===== config.mk =====
export PLATFORM = sky130hd
export DESIGN_NAME = mem_uart_streamer
export DESIGN_NICKNAME = d
export VERILOG_FILES = /design/src/rtl/mem_uart_streamer.sv
export SDC_FILE = /design/constraint.sdc
export NUM_CORES = 1
export LEC_CHECK = 0
export BUFFER_PORTS_ARGS = -buffer_cell sky130_fd_sc_hd__buf_2
export CORE_ASPECT_RATIO = 1.4
export CORE_UTILIZATION = 28
export DETAILED_ROUTE_END_ITERATION = 8
export GPL_TIMING_DRIVEN = 0
export PLACE_DENSITY = 0.44
export SLEW_MARGIN = 0
export SYNTH_ARGS = -nofsm -noshare
export SYNTH_HDL_FRONTEND = slang
export SYNTH_SLANG_ARGS = --single-unit

===== constraint.sdc =====
create_clock -name clk -period 3.1 [get_ports clk]
set_clock_uncertainty 0.2 [all_clocks]
set_input_delay 0.62 -clock clk [delete_from_list [all_inputs] [get_ports clk]]
set_output_delay 0.62 -clock clk [all_outputs]
set_load 0.02 [all_outputs]

===== src/rtl/mem_uart_streamer.sv =====
// Streams `length` bytes of a word-addressed RAM region, starting at `base_addr`, out of a UART TX valid/ack handshake.
// Define MEM_UART_STREAMER_CHECKSUM_EN to append a mod-256 checksum byte to each run.
module mem_uart_streamer #(
    parameter int ADDR_W    = 14,
    parameter int DATA_W    = 16,
    parameter int LEN_W     = 16,
    parameter int RD_LAT    = 1,
    parameter int MSB_FIRST = 0
) (
    input  logic              clk,
    input  logic              rst_n,
    input  logic              start,
    input  logic [ADDR_W-1:0] base_addr,
    input  logic [LEN_W-1:0]  length,
    output logic              busy,
    output logic              done,
    output logic [ADDR_W-1:0] mem_addr,
    input  logic [DATA_W-1:0] mem_data,
    output logic              uart_valid,
    output logic [7:0]        uart_data,
    input  logic              uart_ack
);
    localparam int BPW    = DATA_W / 8;
    localparam int LANE_W = (BPW > 1) ? $clog2(BPW) : 1;
    localparam int LAT_W  = (RD_LAT > 1) ? $clog2(RD_LAT) : 1;
    localparam logic [LANE_W-1:0] LANE_LAST = LANE_W'(BPW - 1);
    localparam logic [LAT_W-1:0]  LAT_LAST  = LAT_W'(RD_LAT - 1);

    typedef enum logic [2:0] {
        S_IDLE,
        S_READ,
        S_SEND,
        S_FINISH
`ifdef MEM_UART_STREAMER_CHECKSUM_EN
        , S_CKSUM
`endif
    } state_t;

`ifdef MEM_UART_STREAMER_CHECKSUM_EN
    localparam state_t S_TAIL = S_CKSUM;
`else
    localparam state_t S_TAIL = S_FINISH;
`endif

    state_t              r_state;
    state_t              w_next;
    logic [ADDR_W-1:0]   r_addr;
    logic [LEN_W-1:0]    r_left;
    logic [LANE_W-1:0]   r_lane;
    logic [LAT_W-1:0]    r_lat;
    logic [DATA_W-1:0]   r_word;
    logic [LANE_W-1:0]   w_lane_idx;
    logic [7:0]          w_byte;
    logic                w_last_byte;
`ifdef MEM_UART_STREAMER_CHECKSUM_EN
    logic [7:0]          r_sum;
`endif

    assign w_last_byte = (r_left == LEN_W'(1));

    // Physical lane = logical lane index, mirrored when the top lane goes first.
    always_comb begin
        w_lane_idx = (MSB_FIRST != 0) ? (LANE_LAST - r_lane) : r_lane;
        w_byte     = '0;
        for (int unsigned i = 0; i < BPW; i++) begin
            if (w_lane_idx == LANE_W'(i)) begin
                w_byte = r_word[8*i +: 8];
            end
        end
    end

    always_ff @(posedge clk or negedge rst_n) begin
        if (!rst_n) begin
            r_state <= S_IDLE;
        end else begin
            r_state <= w_next;
        end
    end

    always_comb begin
        w_next = r_state;
        case (r_state)
            S_IDLE:   if (start) w_next = (length == '0) ? S_TAIL : S_READ;
            S_READ:   if (r_lat == LAT_LAST) w_next = S_SEND;
            S_SEND: begin
                if (uart_ack) begin
                    if (w_last_byte)              w_next = S_TAIL;
                    else if (r_lane == LANE_LAST) w_next = S_READ;
                end
            end
`ifdef MEM_UART_STREAMER_CHECKSUM_EN
            S_CKSUM:  if (uart_ack) w_next = S_FINISH;
`endif
            S_FINISH: w_next = S_IDLE;
            default:  w_next = S_IDLE;
        endcase
    end

    always_comb begin
        busy       = 1'b0;
        done       = 1'b0;
        uart_valid = 1'b0;
        uart_data  = '0;
        mem_addr   = r_addr;
        case (r_state)
            S_READ:   busy = 1'b1;
            S_SEND: begin
                busy       = 1'b1;
                uart_valid = 1'b1;
                uart_data  = w_byte;
            end
`ifdef MEM_UART_STREAMER_CHECKSUM_EN
            S_CKSUM: begin
                busy       = 1'b1;
                uart_valid = 1'b1;
                uart_data  = r_sum;
            end
`endif
            S_FINISH: done = 1'b1;
            default:  ;
        endcase
    end

    always_ff @(posedge clk or negedge rst_n) begin
        if (!rst_n) begin
            r_addr <= '0;
            r_left <= '0;
            r_lane <= '0;
            r_lat  <= '0;
            r_word <= '0;
`ifdef MEM_UART_STREAMER_CHECKSUM_EN
            r_sum  <= '0;
`endif
        end else begin
            case (r_state)
                S_IDLE: begin
                    if (start) begin
                        r_addr <= base_addr;
                        r_left <= length;
                        r_lane <= '0;
                        r_lat  <= '0;
`ifdef MEM_UART_STREAMER_CHECKSUM_EN
                        r_sum  <= '0;
`endif
                    end
                end
                S_READ: begin
                    if (r_lat == LAT_LAST) begin
                        r_word <= mem_data;
                        r_lat  <= '0;
                    end else begin
                        r_lat  <= r_lat + LAT_W'(1);
                    end
                end
                S_SEND: begin
                    if (uart_ack) begin
                        r_left <= r_left - LEN_W'(1);
`ifdef MEM_UART_STREAMER_CHECKSUM_EN
                        r_sum  <= r_sum + w_byte;
`endif
                        // On the final byte the address is left where the run ended.
                        if (!w_last_byte) begin
                            if (r_lane == LANE_LAST) begin
                                r_lane <= '0;
                                r_addr <= r_addr + ADDR_W'(1);
                            end else begin
                                r_lane <= r_lane + LANE_W'(1);
                            end
                        end
                    end
                end
                default: ;
            endcase
        end
    end

endmodule


---- Word-level counts from Yosys, hierarchy flattened ----
Index checks and enable logic that the tools add are counted.
cells by class
  order comparisons ....................... 0
  muxes and demuxes ....................... 27
  bitwise operators ....................... 1
  reductions and logical operators ........ 11
  shift operators ......................... 0
  $mul .................................... 0
  eq/ne operators ......................... 10
  div/mod/pow operators ................... 0
  add/sub/neg operators ................... 4
operators with widths
  kind                                                                     count
  14-bit 2-to-1 mux                                                        4
  16-bit 2-to-1 mux                                                        2
  16-bit one-hot mux with 2 select lines                                   1
  14-bit one-hot mux with 2 select lines                                   1
  16-bit by 1-bit equality test with 1-bit output (second input constant)  1
  16-bit zero test                                                         1
  8-bit 2-to-1 mux                                                         2
  16-bit by 1-bit subtractor with 16-bit output (second input constant)    1
  3-bit 2-to-1 mux                                                         5
  14-bit by 1-bit adder with 14-bit output (second input constant)         1
  2-bit != test (second input constant)                                    5
  3-bit one-hot mux with 3 select lines                                    1
  1-bit 2-to-1 mux                                                         8
  4-bit AND reduction                                                      2
  3-bit by 2-bit equality test with 1-bit output (second input constant)   2
  5-bit AND reduction                                                      1
  1-bit one-hot mux with 2 select lines                                    2
  2-bit AND reduction                                                      2
  2-bit nonzero test                                                       2
  3-bit by 1-bit equality test with 1-bit output (second input constant)   1
  3-bit zero test                                                          1
  3-bit != test (second input constant)                                    1
  3-bit AND reduction                                                      1
  1-bit adder (second input constant)                                      2
  other kinds (3)                                                          3
storage, ports and cells
  bits in writable memories ............... 0
  bits in read-only memories .............. 0
  memories kept ........................... 0
  latch bits .............................. 0
  bits of input ports ..................... 50
  output and inout bits ................... 25
  word-level logic and storage cells ...... 59
  register bits after elaboration ......... 51

---- Logic depth before layout (Yosys ltp) ----
  word-level depth ........................ 5
  mapped depth ............................ 8
  depth with buffers taken out ............ 7

---- Worst setup path after synthesis ----
Ideal clock, no wire load.
  path type ............................... reg-to-output
  start ................................... register r_state[0]
  end ..................................... output port uart_data[0]
  cell stages (with the launch flop) ...... 7
  arrival time ............................ 1.619 ns
  buffers on the path ..................... 2
  slack ................................... 0.661 ns
  data required time ...................... 2.280 ns
  cells stage by stage .................... dfrtp_1 > inv_1 > ha_1 > inv_1 > clkbuf_1 > buf_1 > nor2_1
on the way
  word-level cells in the longest chain between the ends .. 2
ends and longest elaborated chain
  item                                            line  RTL
  from (decl)                                     45    state_t r_state;
  from (signal assigned)                          76    r_state <= w_next;
  3-bit by 2-bit equality test with 1-bit output  105   case (r_state)
  8-bit 2-to-1 mux                                105
  to (decl)                                       20    output logic [7:0] uart_data,
No other way between the ends.

---- Worst setup path after layout ----
  start ................................... register r_state[0]
  end ..................................... output port uart_data[7]
The elaborated chain is that of the path after synthesis.

==> qor.yml <==
status: "completed"
rows: 43
synth_nets: 365
tightestPinTransition_ns: 1.188
synth_top_area_share: 0.4176
relSlewSlack: 0.2082
setup_viol: 0
final_nets: 445
cts_tree: "built"
yosysWarnings: 0
met2_usage: 0.3212
yosysTopAreaCell: "dfrtp_1"
slew_viol_final: 0
drive_gt1_frac: 0.2912
cts.clk_slew.worst_paths_ns: 0.07
power_density_nw_per_um2: 1080
criticalPathCategory: "register to output port"
wl_mm: 9.300
grt.busiest_layer: "met2"
peakVddDrop_mv: 0.4775
portBuffers: 74
fin_ws_ns: 0.2991
ctsResizeCount: 1
ios: 75
post-place-ws_ns: 0.1407
antenna_cells: 0
dp_hpwl_mm: 6.876
timing.final.crit_period_ns: 2.801
fin_crit_sh: 0.9035
synth-seq-cells: 49
holdCritPathClass: "register to register"
place_area_um2: 3476
die-area_um2: 10910
gp_congestion: 0.7658
initial_utilization: 0.2919
ant_nets: 0
worstPathMaxFanout: 12
whs_ns: 0.3050
synth-edff-count: 0
drv_cap: 0
clk_latency_ns: 0.30
utilization: 0.3641
grt_pass1_vias: 2836
syn2layout_area_growth_pct: 24.75
vias: 2772
synthArstFlopShare: 1.000
critPathCaptureType: "output port"
synthTopCellsByArea: "dfrtp_1 42%, mux2_2 6.5%, ha_1 3.4%"
worst_ep_required_time_ns: 2.28
synth_cell_types: 53
use_met3: 0.03138
synth_cells: 307
drt_iter0_drc: 114
htreeDepth: 2
ys_seq_area_frac: 0.4176
wl_per_cell_um: 17.78
syn-cell-area_um2: 2937
synth_area_per_cell_um2: 9.565
cts.sinks: 49
routed_via_density: 5.300
overflow: 0
start_kind: "register"
cts-hold-fix-buffers: 0
cts_made_buffers: 5
p_leak_nw: 1.516
dominantRegCellSynth: "dfrtp_1"
grt_pass1_wl_mm: 15.00
drc: 0
finalHoldViolations: 0
fp.dieH_um: 123.2
antenna_found_initial: 0
grt_start_max_net_pins: 50
clockBufferDepth: 2
fin_area_um2: 3664
coreArea_um2: 10060
setup_tns_ns: 0
die_width_um: 88.55
grt.total_usage: 0.1843
firstDrtPassIters: 4
root_buffer: "clkbuf_16"
post_cts_buffers: 0
grt_setup_unrepaired: "no"
met1_usage: 0.2282
arrival_ns: 1.98
clock.fmax_mhz: 357.0
[final cells by class]
class	instances	area (µm²)
Buffer	19	82.58
Clock buffer	5	125.1
Clock inverter	3	65.06
Fill cell	1094	6397
Inverter	10	37.54
Multi-Input combinational cell	228	1588
Sequential cell	49	1226
Tap cell	135	168.9
Timing Repair Buffer	74	370.4
[per-stage QoR]
step | power [mW] | cells
3_3_place_gp | 3.261 | 516
4_1_cts | 4.009 | 524
3_5_place_dp | 3.271 | 516
6_report | 3.956 | 523
5_1_grt | 4.257 | 523
2_1_floorplan | 2.627 | 307
[where the power goes]
| group | internal (mW) | total, mW | leakage (nW) | switching (mW) |
|---|---|---|---|---|
| Clock | 0.461 | 0.721 | 0.0938 | 0.260 |
| Sequential | 0.967 | 1.32 | 0.571 | 0.353 |
| Combinational | 0.787 | 1.92 | 0.851 | 1.13 |
| Total | 2.22 | 3.96 | 1.52 | 1.74 |
[logic make-up after synthesis]
kind of cell | Yosys count | synth area share
xor+xnor | 1 | 0.002983
fa+ha+maj | 8 | 0.03409
flops | 49 | 0.4176
mux | 26 | 0.09587
compound gates | 86 | 0.2028
simple gates | 107 | 0.2049
buf+inv | 30 | 0.04176
[state kept, by name, summed over array words and instances, names as in the netlist]
signal and flops:
r_state 2, r_lane 1, mem_addr 14, r_left 16, r_word 16
[worst paths after layout]
check	cells after the start	start	slack [ns]	to
max	6	r_state[0]	0.30	uart_data[7]
min	1	r_word[0]	0.30	r_word[0]
max reg2reg	8	r_state[0]	0.45	r_left[10]
min reg2reg	1	r_word[0]	0.30	r_word[0]
max in group asynchronous	1	rst_n	1.61	mem_addr[5]
min in group asynchronous	1	rst_n	0.37	r_left[9]
[metal layers]
metal  routed length (µm)  part of all wire
met3                  404             0.043
met1                 4030              0.43
met2                 4694              0.50
met5                    0                 0
met4                  171             0.018
[synthesized netlist by cell type, types with 2 or more instances]
cell       count
dfrtp_1       49
nor4b_1        3
nand2_1       21
nor2_1        25
buf_1          5
nand4_1        8
mux2_2        17
a21oi_1       17
nand3b_1       2
or4_1          3
ha_1           8
a22oi_1        2
mux2i_1        9
nor4_4         2
o211ai_1       5
nor4_1         7
buf_2          2
nor3_1         8
or4_4          2
o21a_1         6
or3_1          2
a31oi_1        7
nand3_1       11
clkbuf_1      12
inv_1         10
o21ai_0       15
a22o_1         2
nor3b_1        2
o22a_1         6
o22ai_1        6
and3_1         3
a2bb2oi_1      5
a41oi_1        3
nand2b_1       3
[worst max-delay path, cell delays in order, from the launching register on]
cell     delay [ns]
dfrtp_1        0.40
inv_1          0.10
ha_1           0.26
inv_1          0.33
buf_2          0.34
nor2_1         0.09
buf_2          0.16
[cell usage in the layout, fill, tap and decap left out, types with 3 or more instances in the layout]
master / count
buf_2: 77
dfrtp_1: 49
nor2_1: 25
nand2_1: 21
mux2_2: 17
a21oi_1: 17
o21ai_0: 15
clkbuf_1: 11
nand3_1: 11
inv_1: 10
mux2i_1: 9
nand4_1: 8
nor3_1: 8
ha_1: 8
nor4_1: 7
a31oi_1: 7
o21a_1: 6
o22a_1: 6
o22ai_1: 6
o211ai_1: 5
a2bb2oi_1: 5
clkbuf_16: 5
buf_1: 4
nor4b_1: 3
nand2b_1: 3
or4_1: 3
and3_1: 3
a41oi_1: 3
(Power assumes the default switching activity.)
